[config.mk]
export PLATFORM = sky130hd
export DESIGN_NAME = legv8_multicycle_sequencer
export DESIGN_NICKNAME = d
export VERILOG_FILES = /design/src/rtl/legv8_ctrl_pkg.sv /design/src/rtl/legv8_class_decode.sv /design/src/rtl/legv8_multicycle_sequencer.sv
export SDC_FILE = /design/constraint.sdc
export NUM_CORES = 1
export LEC_CHECK = 0
export ABC_CLOCK_PERIOD_IN_PS = 4250
export BUFFER_PORTS_ARGS = -buffer_cell sky130_fd_sc_hd__buf_2
export CAP_MARGIN = 20
export CORE_UTILIZATION = 40
export DETAILED_ROUTE_END_ITERATION = 6
export PLACE_DENSITY = 0.77
export SETUP_SLACK_MARGIN = 0.05
export SYNTH_ARGS = -nofsm -noshare
export SYNTH_HDL_FRONTEND = slang
export SYNTH_HIERARCHICAL = 1
export SYNTH_SLANG_ARGS = --single-unit
[constraint.sdc]
create_clock -name clock -period 4.25 [get_ports clock]
set_input_delay 0.425 -clock clock [delete_from_list [all_inputs] [get_ports clock]]
set_output_delay 0.425 -clock clock [all_outputs]
set_load 0.01 [all_outputs]
[src/rtl/legv8_ctrl_pkg.sv]
// LEGv8 multicycle sequencer shared definitions: control-word layout,
// select encodings, instruction classes and FSM states.
package legv8_ctrl_pkg;

  localparam int CW_W = 34;

  localparam int CW_DA    = 0;
  localparam int CW_SA    = 5;
  localparam int CW_SB    = 10;
  localparam int CW_FS    = 15;
  localparam int CW_PS    = 20;
  localparam int CW_RW    = 22;
  localparam int CW_SIZE  = 23;
  localparam int CW_MW    = 25;
  localparam int CW_MR    = 26;
  localparam int CW_BSEL  = 27;
  localparam int CW_PCSEL = 28;
  localparam int CW_AS    = 29;
  localparam int CW_DS    = 30;
  localparam int CW_IL    = 32;
  localparam int CW_SL    = 33;

  localparam logic [1:0] PS_HOLD = 2'b00;
  localparam logic [1:0] PS_INC  = 2'b01;
  localparam logic [1:0] PS_BUS  = 2'b10;
  localparam logic [1:0] PS_ADD  = 2'b11;

  localparam logic [4:0] FS_AND   = 5'b00000;
  localparam logic [4:0] FS_ORR   = 5'b00100;
  localparam logic [4:0] FS_ADD   = 5'b01000;
  localparam logic [4:0] FS_SUB   = 5'b01001;
  localparam logic [4:0] FS_EOR   = 5'b01100;
  localparam logic [4:0] FS_PASSA = 5'b10000;
  localparam logic [4:0] FS_PASSB = 5'b10100;
  localparam logic [4:0] FS_MOVK  = 5'b11000;
  localparam logic [4:0] FS_MUL   = 5'b11100;

  localparam logic [1:0] DS_ALU = 2'b00;
  localparam logic [1:0] DS_MEM = 2'b01;
  localparam logic [1:0] DS_PC  = 2'b10;

  localparam logic [2:0] CS_ZF12    = 3'd0;
  localparam logic [2:0] CS_ZF16    = 3'd2;
  localparam logic [2:0] CS_MOVMASK = 3'd3;
  localparam logic [2:0] CS_SE26    = 3'd4;
  localparam logic [2:0] CS_SE19    = 3'd5;
  localparam logic [2:0] CS_SE9     = 3'd6;

  typedef struct packed {
    logic       sl;
    logic       il;
    logic [1:0] ds;
    logic       asel;
    logic       pcsel;
    logic       bsel;
    logic       mr;
    logic       mw;
    logic [1:0] size;
    logic       rw;
    logic [1:0] ps;
    logic [4:0] fs;
    logic [4:0] sb;
    logic [4:0] sa;
    logic [4:0] da;
  } cw_t;

  typedef enum logic [2:0] {
    CLS_DIMM,
    CLS_BR,
    CLS_MEM,
    CLS_DREG,
    CLS_ILL
  } cls_e;

  typedef enum logic [1:0] {
    ST_IF,
    ST_EX,
    ST_HALT
  } state_e;

  // flags is {V,C,N,Z}; odd codes below 14 invert the base test
  function automatic logic cond_ok(
    input logic [3:0] c,
    input logic [3:0] flags
  );
    logic v, cf, n, z, r;
    v  = flags[3];
    cf = flags[2];
    n  = flags[1];
    z  = flags[0];
    unique case (c[3:1])
      3'd0:    r = z;
      3'd1:    r = cf;
      3'd2:    r = n;
      3'd3:    r = v;
      3'd4:    r = cf & ~z;
      3'd5:    r = (n == v);
      3'd6:    r = ~z & (n == v);
      default: r = 1'b1;
    endcase
    return ((c[3:1] != 3'b111) && c[0]) ? ~r : r;
  endfunction

  function automatic logic [4:0] fs_logic(input logic [1:0] opc);
    logic [4:0] f;
    unique case (opc)
      2'b01:   f = FS_ORR;
      2'b10:   f = FS_EOR;
      default: f = FS_AND;
    endcase
    return f;
  endfunction

endpackage

[src/rtl/legv8_class_decode.sv]
// Instruction class, step count and per-step control word lookup.
// MUL decode only exists when LEGV8_SEQ_MUL_EN is defined.
module legv8_class_decode
  import legv8_ctrl_pkg::*;
#(
  parameter int NUM_EX_STATES = 4,
  parameter int MUL_LATENCY   = 3
) (
  input  logic [31:0] i_instr,
  input  logic [4:0]  i_status,
  input  logic [2:0]  i_step,
  output cls_e        o_cls,
  output logic [3:0]  o_steps,
  output logic        o_ill,
  output cw_t         o_cw,
  output logic [2:0]  o_const_sel
);

  logic [3:0] w_op;
  logic [4:0] w_rd, w_rn, w_rm;
  logic       w_dimm, w_br, w_mem, w_dreg;
  logic       w_imm_ar, w_imm_lg, w_imm_mov;
  logic       w_b, w_bl, w_bc, w_cb, w_brr;
  logic       w_ldur, w_stur;
  logic       w_r_ar, w_r_lg, w_mul;
  logic       w_dimm_ok, w_br_ok, w_mem_ok, w_dreg_ok;
  logic       w_unused;
  cls_e       w_cls;
  logic [3:0] w_n;
  cw_t        w_cw;
  logic [2:0] w_cs;

  assign w_op = i_instr[28:25];
  assign w_rd = i_instr[4:0];
  assign w_rn = i_instr[9:5];
  assign w_rm = i_instr[20:16];

  assign w_dimm = (w_op[3:1] == 3'b100);
  assign w_br   = (w_op[3:1] == 3'b101);
  assign w_mem  = w_op[2] & ~w_op[0];
  assign w_dreg = (w_op[2:0] == 3'b101);

  assign w_imm_ar  = (i_instr[25:23] == 3'b010);
  assign w_imm_lg  = (i_instr[25:23] == 3'b100);
  assign w_imm_mov = (i_instr[25:23] == 3'b101) & i_instr[30];

  assign w_b   = (i_instr[31:26] == 6'b000101);
  assign w_bl  = (i_instr[31:26] == 6'b100101);
  assign w_bc  = (i_instr[31:24] == 8'b01010100) & ~i_instr[4];
  assign w_cb  = (i_instr[31:25] == 7'b1011010);
  assign w_brr = (i_instr[31:21] == 11'b11010110000);

  assign w_ldur = (i_instr[31:21] == 11'b11111000010);
  assign w_stur = (i_instr[31:21] == 11'b11111000000);

  assign w_r_lg = (i_instr[28:24] == 5'b01010) & ~i_instr[21];
  assign w_r_ar = (i_instr[28:24] == 5'b01011) & ~i_instr[21];
`ifdef LEGV8_SEQ_MUL_EN
  assign w_mul = (i_instr[28:21] == 8'b11011000);
`else
  assign w_mul = 1'b0;
`endif

  assign w_dimm_ok = w_dimm & (w_imm_ar | w_imm_lg | w_imm_mov);
  assign w_br_ok   = w_br & (w_b | w_bl | w_bc | w_cb | w_brr);
  assign w_mem_ok  = w_mem & (w_ldur | w_stur);
  assign w_dreg_ok = w_dreg & (w_mul | w_r_ar | w_r_lg);

  // shift/amount bits go straight to the datapath, not to control
  assign w_unused = ^i_instr[15:10];

  // class lookup and control word for the current step
  always_comb begin
    w_cls = CLS_ILL;
    w_n   = 4'd1;
    w_cw  = '0;
    w_cs  = CS_ZF12;
    unique case (1'b1)
      w_dimm_ok: begin
        w_cls     = CLS_DIMM;
        w_cw.rw   = 1'b1;
        w_cw.bsel = 1'b1;
        w_cw.da   = w_rd;
        w_cw.sa   = w_rn;
        unique case (1'b1)
          w_imm_ar: begin
            w_cw.fs = i_instr[30] ? FS_SUB : FS_ADD;
            w_cw.sl = i_instr[29];
          end
          w_imm_lg: begin
            w_cw.fs = fs_logic(i_instr[30:29]);
            w_cw.sl = &i_instr[30:29];
          end
          default: begin
            w_cw.sa = w_rd;
            w_cw.fs = i_instr[29] ? FS_MOVK : FS_PASSB;
            w_cs    = i_instr[29] ? CS_MOVMASK : CS_ZF16;
          end
        endcase
      end
      w_br_ok: begin
        w_cls      = CLS_BR;
        w_cw.pcsel = 1'b1;
        unique case (1'b1)
          w_bl: begin
            w_n = 4'd2;
            if (i_step == 3'd0) begin
              w_cw.pcsel = 1'b0;
              w_cw.rw    = 1'b1;
              w_cw.da    = 5'd30;
              w_cw.ds    = DS_PC;
            end else begin
              w_cw.ps = PS_ADD;
              w_cs    = CS_SE26;
            end
          end
          w_b: begin
            w_cw.ps = PS_ADD;
            w_cs    = CS_SE26;
          end
          w_bc: begin
            w_cw.ps = cond_ok(i_instr[3:0], i_status[4:1])
                      ? PS_ADD : PS_HOLD;
            w_cs    = CS_SE19;
          end
          w_cb: begin
            w_cw.sa = w_rd;
            w_cw.fs = FS_PASSA;
            w_cw.ps = (i_instr[24] ^ i_status[0]) ? PS_ADD : PS_HOLD;
            w_cs    = CS_SE19;
          end
          default: begin
            w_cw.pcsel = 1'b0;
            w_cw.sa    = w_rn;
            w_cw.fs    = FS_PASSA;
            w_cw.ps    = PS_BUS;
          end
        endcase
      end
      w_mem_ok: begin
        w_cls     = CLS_MEM;
        w_cw.bsel = 1'b1;
        w_cw.sa   = w_rn;
        w_cw.fs   = FS_ADD;
        w_cw.size = 2'b11;
        w_cs      = CS_SE9;
        if (w_ldur) begin
          w_cw.mr = 1'b1;
          w_cw.rw = 1'b1;
          w_cw.da = w_rd;
          w_cw.ds = DS_MEM;
        end else begin
          w_cw.mw = 1'b1;
          w_cw.sb = w_rd;
        end
      end
      w_dreg_ok: begin
        w_cls   = CLS_DREG;
        w_cw.da = w_rd;
        w_cw.sa = w_rn;
        w_cw.sb = w_rm;
        unique case (1'b1)
          w_mul: begin
            w_n     = 4'(MUL_LATENCY);
            w_cw.fs = FS_MUL;
            w_cw.rw = (i_step == 3'(MUL_LATENCY - 1));
          end
          w_r_ar: begin
            w_cw.rw = 1'b1;
            w_cw.fs = i_instr[30] ? FS_SUB : FS_ADD;
            w_cw.sl = i_instr[29];
          end
          default: begin
            w_cw.rw = 1'b1;
            w_cw.fs = fs_logic(i_instr[30:29]);
            w_cw.sl = &i_instr[30:29];
          end
        endcase
      end
      default: begin
        w_cls = CLS_ILL;
      end
    endcase
  end

  assign o_cls       = w_cls;
  assign o_steps     = w_n;
  assign o_ill       = (w_cls == CLS_ILL) ||
                       (w_n > 4'(NUM_EX_STATES));
  assign o_cw        = w_cw;
  assign o_const_sel = w_cs;

endmodule

[src/rtl/legv8_multicycle_sequencer.sv]
// LEGv8 multicycle control FSM: IF, variable-length EX, sticky HALT.
// Optional MUL decode is enabled by defining LEGV8_SEQ_MUL_EN.
module legv8_multicycle_sequencer
  import legv8_ctrl_pkg::*;
#(
  parameter int CW_LEN        = 34,
  parameter int NUM_EX_STATES = 4,
  parameter int MUL_LATENCY   = 3
) (
  input  logic              clock,
  input  logic              reset,
  input  logic [31:0]       instruction,
  input  logic [4:0]        status,
  input  logic              mem_ready,
  output logic [CW_LEN-1:0] control_word,
  output logic [2:0]        const_sel,
  output logic [2:0]        ex_step,
  output logic              in_fetch,
  output logic              halted
);

  state_e          r_state, w_state_nxt;
  logic [2:0]      r_step, w_step_nxt;
  cls_e            w_dec_cls;
  logic [3:0]      w_dec_steps;
  logic [3:0]      w_last_idx;
  logic            w_dec_ill;
  cw_t             w_dec_cw;
  logic [2:0]      w_dec_cs;
  logic            w_wait, w_last;
  logic [CW_W-1:0] w_word;
  logic [2:0]      w_cs;

  legv8_class_decode #(
    .NUM_EX_STATES (NUM_EX_STATES),
    .MUL_LATENCY   (MUL_LATENCY)
  ) u_dec (
    .i_instr     (instruction),
    .i_status    (status),
    .i_step      (r_step),
    .o_cls       (w_dec_cls),
    .o_steps     (w_dec_steps),
    .o_ill       (w_dec_ill),
    .o_cw        (w_dec_cw),
    .o_const_sel (w_dec_cs)
  );

  assign w_wait     = (w_dec_cls == CLS_MEM) && !mem_ready;
  assign w_last_idx = w_dec_steps - 4'd1;
  assign w_last     = ({1'b0, r_step} == w_last_idx);

  // state and step register; reset aborts straight back to IF
  always_ff @(posedge clock or negedge reset) begin
    if (!reset) begin
      r_state <= ST_IF;
      r_step  <= '0;
    end else begin
      r_state <= w_state_nxt;
      r_step  <= w_step_nxt;
    end
  end

  // next state and the control word for the current cycle
  always_comb begin
    w_state_nxt = r_state;
    w_step_nxt  = r_step;
    w_word      = '0;
    w_cs        = CS_ZF12;
    unique case (r_state)
      ST_IF: begin
        w_word[CW_MR]      = 1'b1;
        w_word[CW_IL]      = mem_ready;
        w_word[CW_PS +: 2] = mem_ready ? PS_INC : PS_HOLD;
        w_step_nxt         = '0;
        if (mem_ready) begin
          w_state_nxt = ST_EX;
        end
      end
      ST_EX: begin
        if (w_dec_ill) begin
          w_state_nxt = ST_HALT;
          w_step_nxt  = '0;
        end else begin
          w_word = w_dec_cw;
          w_cs   = w_dec_cs;
          if (w_wait) begin
            w_word[CW_RW]      = 1'b0;
            w_word[CW_PS +: 2] = PS_HOLD;
          end else if (w_last) begin
            w_state_nxt = ST_IF;
            w_step_nxt  = '0;
          end else begin
            w_step_nxt = r_step + 3'd1;
          end
        end
      end
      ST_HALT: begin
        w_step_nxt = '0;
      end
      default: begin
        w_state_nxt = ST_HALT;
        w_step_nxt  = '0;
      end
    endcase
  end

  assign control_word = reset ? CW_LEN'(w_word) : '0;
  assign const_sel    = reset ? w_cs : 3'd0;
  assign ex_step      = (reset && r_state == ST_EX) ? r_step : 3'd0;
  assign in_fetch     = reset && (r_state == ST_IF);
  assign halted       = reset && (r_state == ST_HALT);

endmodule

==> results of run 1 <==
## path summary, 6_finish.rpt
path | to | cells after the start
max | control_word[21] | 10
min | r_step[1]$_DFFE_PN0N_ | 1
max reg2reg | r_step[2]$_DFFE_PN0N_ | 5
min reg2reg | r_state[0]$_DFFE_PN0P_ | 1
max in group asynchronous | r_step[2]$_DFFE_PN0N_ | 1
min in group clock | r_state[0]$_DFFE_PN0P_ | 1
## power groups by stage
| stage | clock (W) | sequential [W] | combinational [W] |
|---|---|---|---|
| global placement | 0 | 0.0000549 | 0.0000945 |
| global route | 0.0000960 | 0.0000552 | 0.000109 |
| finish | 0.0000927 | 0.0000544 | 0.0000972 |
| CTS | 0.0000940 | 0.0000546 | 0.0000969 |
| detailed placement | 0 | 0.0000550 | 0.0000966 |
| floorplan | 0 | 0.0000539 | 0.0000628 |
## cell type report
type | instances | area, um2
fill | 384 | 1760
multi-input combinational | 203 | 1390
timing repair buffer | 74 | 373
sequential | 5 | 125
tap | 48 | 60.1
clock buffer | 4 | 45.0
inverter | 12 | 45.0
## cells in the mapped netlist (3+ instances only)
cell type / n
nand2b_1: 5
a22o_1: 5
clkbuf_1: 5
and2_1: 34
and3_1: 7
nor3_2: 3
buf_4: 8
o21ai_0: 6
nand3b_1: 4
dfrtp_1: 5
a21oi_1: 16
nand2_1: 19
and4_1: 3
nor2_1: 18
o21ai_1: 4
ha_1: 6
or3b_2: 6
inv_1: 12
buf_2: 5
nor3_1: 3
xnor2_1: 4
nand3_1: 5
a21o_1: 5
a221o_1: 5
## state kept, by name, summed over array words and instances, names as in the netlist
name and count:
r_step 3, r_state 2
## through the flow
stage	cell area, um2	total power, W	hold slack (ps)
floorplan	1670	0.000117	129
global placement	1990	0.000149	263
detailed placement	1990	0.000152	264
CTS	2030	0.000246	20.7
global route	2030	0.000260	33.8
finish	2030	0.000244	19.4
## routing by layer
metal	vias up	part of all wire (%)	track usage (%)
met5	-	0	0
met4	0	0.67	3.46
met1	885	46	29.7
met3	4	7.3	2.76
li1	963	-	-
met2	76	46	34.6
## cell families (layout without fill, tap and decap cells)
family | Yosys count | count (layout)
flip-flops | 5 | 5
multiplexers | 1 | 1
buffers and inverters | 31 | 90
AO/OA/AOI/OAI | 57 | 57
other | 1 | 5
adder cells (fa/ha/maj) | 6 | 6
XOR/XNOR | 6 | 6
AND/OR/NAND/NOR | 128 | 128
==> impl_metrics.csv, run 1 <==
group,metric,value,unit
clock_tree,clock_sinks,5,
setup_path,r2r_setup_slack,2380,ps
sta,fin_ws,1040,ps
route,drc,0,
logic_synthesis,synthAdderAreaFrac,4.55,%
power,seqPwrFrac,22.3,%
setup_path,cp_top_family,"simple AND/OR/NAND/NOR gates",
setup_path,start_kind,"input pin",
die,io_pins,82,
finish,final_cell_mix,"73 x buf_2, 34 x and2_1, 19 x nand2_1, 18 x nor2_1, 16 x a21oi_1",
clock_tree,cts_tree,"yes",
global_route,grt_pass1_vias,1611,
route,ant_nets,0,
clock_tree,cts_buffer_depth,2,
logic_synthesis,synth_edf_count,0,
logic_synthesis,synthDistinctLibCells,58,
logic_synthesis,synth_area,0.00165,mm2
job,drv_cap,0,
setup_path,crit_top_cell,"buf_2",
power,intPower,0.000157,W
logic_synthesis,synthXorXnorAreaFrac,3.18,%
finish,final_cells,346,
route,drt_iter0_drc,84,
route,drt-pass1-iter-count,4,
global_route,antenna_found_initial,0,
sta,hold_violations,0,
sta,clock.fmax,312,MHz
sta,setup_viol,0,
power,power_leakage,1.10,nW
place,dpl.hpwl,3500,um
setup_path,cp_slowest_stage_delay,620,ps
sta,max-slew-margin-rel,38.7,%
place,place_ws,1020,ps
power,peakVddDrop,0.0000992,V
power,clkPwrFrac,38.0,%
logic_synthesis,yosysWarningCount,6,
setup_path,cp-end-kind,"primary output",
setup_path,arrival,2780,ps
finish,area_growth,23.2,%
sta,slew_viol_final,0,
die,design.die.area,0.00439,mm2
global_route,grtUsageTotal,21.2,%
finish,layout_commonest_cell,"buf_2",
power,p_sw_share,35.7,%
global_route,grt_max_degree,35,
die,fp.coreArea,0.00380,mm2
clock_tree,clk_latency,230,ps
logic_synthesis,muxShareOfSynthArea,1.36,%
setup_path,cp-startpoint,"instruction[30]",
logic_synthesis,synth.avg_cell_area,7.03,um2
finish,drive_gt1_share,31.9,%
setup_path,path_cells,"buf_2 -> inv_1 -> ha_1 -> nand3b_1 -> o41ai_1 -> o21ai_1 -> nand2_1 -> or4b_1 -> and3_1 -> buf_2",
setup_path,crit_fanout,10,
logic_synthesis,synth-simple-area-share,47.9,%
logic_synthesis,ys_seq_area_share,7.58,%
global_route,grt_pass1_wl,7390,um
clock_tree,clk_pin_slew_worst_paths,40,ps
clock_tree,cts_max_level,1,
min_path,hold_path.class,"in -> async",
route,vias,1928,
place,dp_cells,342,
logic_synthesis,synth_top_family_by_area,"simple AND/OR/NAND/NOR gates",
setup_path,required,3830,ps
finish,num-nets-final,345,
sta,rsz0062_at_grt,"false",
finish,final_util,53.6,%
setup_path,path_class,"in -> out",
clock_tree,cts_buffers,3,
clock_tree,cts_setup_buffers,0,
logic_synthesis,synth_compound_area_share,25.5,%
global_route,overflow,0,
sta,tns,0,ps
setup_path,cp_num_buf_inv,3,
logic_synthesis,synth-main-ff-cell,"dfrtp_1",
die,initial_core_util,43.5,%
setup_path,r2r_start,"r_step[2]$_DFFE_PN0N_",
logic_synthesis,async_reset_ff_share,100,%
route,finalWirelength,4490,um
sta,worst_pin_slew,912,ps
sta,min_period,3210,ps
die,die_x,66.3,um
power,power.share.combinational,39.8,%
power,powerDensity,120,mW/mm2
power,power.switching,0.0000873,W
route,viasPerCell,5.57,
route,wl_per_cell,13.0,um
logic_synthesis,yosysTopAreaCellShare,12.9,%
logic_synthesis,yosysTopAreaCell,"and2_1",
logic_synthesis,yosys_register_bits,5,
setup_path,slowest_stage,"or4b_1",
place,numPortBuffers,73,
sta,clock_skew,2.33,ps
clock_tree,ctsResizeCount,0,
die,dieHeight,66.3,um
die,row_count,22,
clock_tree,cts-root-buf,"clkbuf_8",
status,status,"finished clean",
finish,num_antenna_cells,0,
logic_synthesis,synthTopCellsByArea,"and2_1 13%, dfrtp_1 7.6%, a21oi_1 4.8%",
logic_synthesis,synthCells,235,
place,place_congestion,0.901,
clock_tree,cts-hold-fix-buffers,0,
sta,fin_crit_sh,75.4,%
Note: power is estimated with default switching activity, not from simulation.
==> run 2, diff against run 1 <==
--- a/config.mk
+++ b/config.mk
@@ -5,12 +5,12 @@
 export SDC_FILE = /design/constraint.sdc
 export NUM_CORES = 1
 export LEC_CHECK = 0
-export ABC_CLOCK_PERIOD_IN_PS = 4250
+export ABC_CLOCK_PERIOD_IN_PS = 2720
 export BUFFER_PORTS_ARGS = -buffer_cell sky130_fd_sc_hd__buf_2
 export CAP_MARGIN = 20
 export CORE_UTILIZATION = 40
 export DETAILED_ROUTE_END_ITERATION = 6
-export PLACE_DENSITY = 0.77
+export PLACE_DENSITY = 0.8
 export SETUP_SLACK_MARGIN = 0.05
 export SYNTH_ARGS = -nofsm -noshare
 export SYNTH_HDL_FRONTEND = slang
==> constraint.sdc (replaced) <==
create_clock -name clock -period 2.72 [get_ports clock]
set_input_delay 0.272 -clock clock [delete_from_list [all_inputs] [get_ports clock]]
set_output_delay 0.272 -clock clock [all_outputs]
set_load 0.01 [all_outputs]
==> run 2 against run 1 <==
Net effect:
- final cell count increased by 3.5%
- flip-flop and latch count unchanged
- cell area increased by 6.3%
- largest power group unchanged
- via count increased by 2.0%
- global-route usage decreased by 0.65 points
- worst hold slack improved by 350 ps
==> impl_metrics.csv, run 2 (synthesis results as in run 1) <==
group,metric,value,unit
status,status,"finished clean",
place,dp_cells,352,
min_path,hold_depth,3,
finish,seq_area,125,um2
clock_tree,clk_pin_slew_worst_paths,40,ps
finish,multiInputGateArea,0.00141,mm2
clock_tree,cts_max_level,1,
finish,final_cell_mix,"73 x buf_2, 34 x and2_1, 19 x nand2_1, 18 x nor2_1, 16 x a21oi_1",
sta,worst_pin_slew,568,ps
die,die_x,66.3,um
global_route,grtUsageTotal,20.5,%
sta,slew_viol_final,0,
finish,reg_top3,"r_step: 3 flops, r_state: 2 flops",
finish,layout_commonest_cell,"buf_2",
finish,drive_gt1_share,35.2,%
route,wl_per_cell,13.0,um
power,peakVddDrop,0.000167,V
setup_path,crit_top_cell,"buf_2",
route,finalWirelength,4640,um
setup_path,cp_num_buf_inv,3,
setup_path,path_cells,"buf_2 -> inv_1 -> ha_1 -> nand3b_1 -> o41ai_2 -> o21ai_1 -> nand2_1 -> or4b_4 -> and3_1 -> buf_2",
die,dieHeight,66.3,um
sta,tns,0,ps
route,met2_length,2210,um
global_route,grt_pass1_wl,7190,um
route,drt-met1-wl,2060,um
finish,num_antenna_cells,0,
setup_path,path_class,"in -> out",
power,power_leakage,1.18,nW
global_route,antenna_found_initial,0,
setup_path,crit_fanout,7,
setup_path,slowest_stage,"or4b_4",
setup_path,cp_top_family,"simple AND/OR/NAND/NOR gates",
setup_path,crit_cells,10,
place,dpl.hpwl,3670,um
global_route,grt_max_degree,35,
place,numPortBuffers,73,
clock_tree,cts_buffer_depth,2,
clock_tree,cts-root-buf,"clkbuf_8",
die,design.die.area,0.00439,mm2
die,initial_core_util,43.5,%
finish,num-nets-final,357,
sta,hold_violations,0,
route,drt-pass1-iter-count,4,
setup_path,start_kind,"input pin",
clock_tree,cts_tree,"yes",
global_route,overflow,0,
finish,final_util,56.9,%
finish,largest_register_ffs,3,
clock_tree,clk_latency,220,ps
sta,rsz0062_at_grt,"false",
route,vias,1966,
finish,final_cells,358,
sta,fin_crit_sh,95.8,%
route,viasPerCell,5.49,
route,ant_nets,0,
die,io_pins,82,
global_route,grt_pass1_vias,1677,
finish,regMostFlops,"r_step",
setup_path,cp_slowest_stage_delay,560,ps
die,fp.coreArea,0.00380,mm2
finish,area_growth,30.9,%
min_path,hold_path.class,"in -> reg",
sta,min_period,2600,ps
sta,clock_skew,1.95,ps
setup_path,arrival,2330,ps
route,drt_iter0_drc,78,
sta,max-slew-margin-rel,62.0,%
place,place_congestion,0.918,
clock_tree,cts_buffers,3,
power,powerDensity,178,mW/mm2
clock_tree,clock_sinks,5,
finish,fillers,354,
setup_path,required,2450,ps
job,drv_cap,0,
sta,clock.fmax,384,MHz
sta,setup_viol,0,
route,wl_met3,376,um
route,drc,0,
setup_path,r2r_cells,5,
die,row_count,22,
setup_path,cp-end-kind,"primary output",
route,top_layer,"met3",
-- run 2: final timing paths --
check                                  startpoint                      to  slack [ps]
hold reg to reg            r_state[1]$_DFFE_PN0P_  r_state[0]$_DFFE_PN0P_         520
setup reg to reg            r_step[2]$_DFFE_PN0N_  r_state[0]$_DFFE_PN0P_         840
max in group asynchronous                   reset   r_step[2]$_DFFE_PN0N_        2150
hold / removal                          mem_ready  r_state[0]$_DFFE_PN0P_         370
min in group asynchronous                   reset   r_step[1]$_DFFE_PN0N_         420
setup / recovery                  instruction[30]        control_word[21]         120
-- run 2: report_power, final --
part / internal [W] / leakage, nW / total (W) / switching (W)
logic: 0.0000704 / 1.10 / 0.000162 / 0.0000919
registers: 0.0000791 / 0.0653 / 0.0000854 / 0.00000622
clock network: 0.000101 / 0.0228 / 0.000138 / 0.0000373
total: 0.000250 / 1.18 / 0.000386 / 0.000135
-- run 2: cell type report --
type,count,share of cell area [%]
Multi-Input combinational cell,203,65.2
Timing Repair Buffer,86,22.1
Sequential cell,5,5.79
Tap cell,48,2.78
Clock buffer,4,2.08
Inverter,12,2.08
-- run 2: timing repair --
item / 4_1_cts / 5_1_grt
setup endpoints to repair: 0 / 4
hold buffers: 1 / 0
endpoints found under the hold margin: 5 / 0
gates resized for setup: 0 / 4
buffers inserted: 0 / 1
-- run 2: metrics by stage --
step                hold WS (ps)  total power (W)  cell area [um2]  setup slack [ps]
floorplan                  -23.6         0.000182             1670               223
global placement             109         0.000237             2080               105
detailed placement           113         0.000242             2080              64.2
CTS                          370         0.000384             2130              66.5
global route                 410         0.000411             2160              28.3
finish                       370         0.000386             2160               116
-- run 2: layer usage --
layer / GRT usage [%] / vias up
met2: 36.4 / 81
met4: 3.19 / 0
met5: 0 / -
li1: - / 989
met3: 3.28 / 0
met1: 26.2 / 896
-- run 2: tightest hold or removal path: stages --
cell and delay [ps]:
buf_2 120, nand2_1 90, a21oi_1 70
==> run 3, diff against run 2 <==
--- a/config.mk
+++ b/config.mk
@@ -10,7 +10,7 @@
 export CAP_MARGIN = 20
 export CORE_UTILIZATION = 40
 export DETAILED_ROUTE_END_ITERATION = 6
-export PLACE_DENSITY = 0.8
+export PLACE_DENSITY = 0.74
 export SETUP_SLACK_MARGIN = 0.05
 export SYNTH_ARGS = -nofsm -noshare
 export SYNTH_HDL_FRONTEND = slang
==> run 3 against run 2 <==
Net effect:
- sequential power about the same
- die area unchanged
- critical path depth unchanged
- setup slack better by 42 ps
- clock power about the same
- first-iteration DRC count down 37%
- cell area up 0.64%
- critical endpoint unchanged
- largest cell class unchanged
- highest routed layer is now met4
==> impl_metrics.csv, run 3 (synthesis results as in run 1) <==
group,metric,value,unit
finish,num_antenna_cells,0,
route,viasPerCell,5.43,
die,die_x,66.3,um
clock_tree,clk_pin_slew_worst_paths,40,ps
place,dpl-instance-area,0.00209,mm2
finish,final_cell_mix,"73 x buf_2, 34 x and2_1, 19 x nand2_1, 17 x nor2_1, 16 x a21oi_1",
global_route,overflow,0,
clock_tree,cts_buffers,3,
power,power_leakage,1.18,nW
sta,clock_skew,2.95,ps
setup_path,crit_fanout,7,
die,initial_core_util,43.5,%
finish,reg_top3,"r_step: 3 flops, r_state: 2 flops",
sta,worst_pin_slew,557,ps
clock_tree,cts_max_level,1,
die,io_pins,82,
global_route,grt_pass1_wl,7560,um
clock_tree,clk_latency,220,ps
route,drt_iter0_drc,49,
route,finalWirelength,4720,um
sta,hold_violations,0,
setup_path,start_kind,"input pin",
sta,fin_crit_sh,94.2,%
finish,regMostFlops,"r_step",
route,ant_nets,0,
finish,layout_commonest_cell,"buf_2",
clock_tree,cts_tree,"yes",
global_route,grt_pass1_vias,1717,
clock_tree,cts_buffer_depth,2,
sta,fin_ws,158,ps
finish,area_growth,31.7,%
global_route,antenna_found_initial,0,
job,drv_cap,0,
place,place_congestion,0.873,
place,numPortBuffers,73,
finish,final_area,0.00218,mm2
power,powerDensity,179,mW/mm2
power,peakVddDrop,0.000103,V
route,drc,0,
sta,setup_viol,0,
clock_tree,cts-root-buf,"clkbuf_8",
finish,drive_gt1_share,35.7,%
die,row_count,22,
finish,fillers,370,
sta,clock.fmax,390,MHz
sta,rsz0062_at_grt,"false",
route,wl_per_cell,13.0,um
finish,largest_register_ffs,3,
setup_path,path_class,"in -> out",
power,power,0.000389,W
route,vias,1967,
status,status,"finished clean",
sta,min_period,2560,ps
sta,tns,0,ps
place,place_ws,111,ps
finish,num-nets-final,361,
sta,max-slew-margin-rel,62.8,%
min_path,hold_path.class,"in -> reg",
clock_tree,clock_sinks,5,
global_route,grt_max_degree,35,
route,drt-pass1-iter-count,4,
die,fp.coreArea,0.00380,mm2
place,dpl.hpwl,3710,um
die,design.die.area,0.00439,mm2
setup_path,arrival,2290,ps
setup_path,cp-end-kind,"primary output",
setup_path,required,2450,ps
global_route,grtUsageTotal,21.8,%
die,dieHeight,66.3,um
sta,slew_viol_final,0,
run 3: changes by cell type in the layout (fill, tap and decap cells not counted):
cell | before | now
or3_1 | 1 | 2
nor2_1 | 18 | 17
o41ai_1 | 0 | 1
nor3_2 | 3 | 4
nor3_4 | 1 | 0
nor2_2 | 0 | 1
or3_4 | 1 | 0
o41ai_2 | 1 | 0
buf_4 | 11 | 15
run 3: through the flow:
step / utilization [%] / hold WS (ps) / cells
global placement: 55.1 / 108 / 354
CTS: 56.5 / 371 / 359
detailed placement: 55.1 / 113 / 354
floorplan: - / -23.6 / 239
finish: 57.3 / 375 / 362
global route: 57.3 / 391 / 362
run 3: path summary, 6_finish.rpt:
check	from	endpoint	slack [ps]	depth (start not counted)
min in group asynchronous	reset	r_state[0]$_DFFE_PN0P_	410	2
setup / recovery	instruction[30]	control_word[21]	160	10
setup reg to reg	r_step[2]$_DFFE_PN0N_	r_state[0]$_DFFE_PN0P_	830	5
hold / removal	mem_ready	r_state[0]$_DFFE_PN0P_	370	3
max in group asynchronous	reset	r_step[0]$_DFFE_PN0N_	2150	2
hold reg to reg	r_state[1]$_DFFE_PN0P_	r_state[0]$_DFFE_PN0P_	530	1
run 3: report_power, final:
group | leakage (nW) | internal (W) | switching, W | total, W
Clock | 0.0228 | 0.000101 | 0.0000373 | 0.000138
Sequential | 0.0653 | 0.0000792 | 0.00000635 | 0.0000855
Combinational | 1.09 | 0.0000733 | 0.0000918 | 0.000165
run 3: layout make-up:
| class | count | area (um2) | share of cell area [%] |
|---|---|---|---|
| inverter | 12 | 45.0 | 2.07 |
| tap | 48 | 60.1 | 2.76 |
| timing repair buffer | 90 | 508 | 23.3 |
| sequential | 5 | 125 | 5.75 |
| multi-input combinational | 203 | 1390 | 64.0 |
| clock buffer | 4 | 45.0 | 2.07 |
run 3: layer usage:
layer	routed length (um)	global-route usage (%)
met5	0	0
met4	10	1.60
met3	331	2.41
met2	2200	39.8
met1	2170	28.3
run 3: what timing repair did:
action,4_1_cts,5_1_grt
endpoints found under the hold margin,5,0
buffers inserted,0,3
endpoints found under the setup margin,0,3
resized for setup,0,2
hold buffers,1,0
run 3: critical path: stages:
cell	delay (ps)
buf_2	170
inv_1	120
ha_1	190
nand3b_1	170
o41ai_1	110
o21ai_1	260
nand2_1	110
or4b_4	550
and3_1	210
buf_2	140
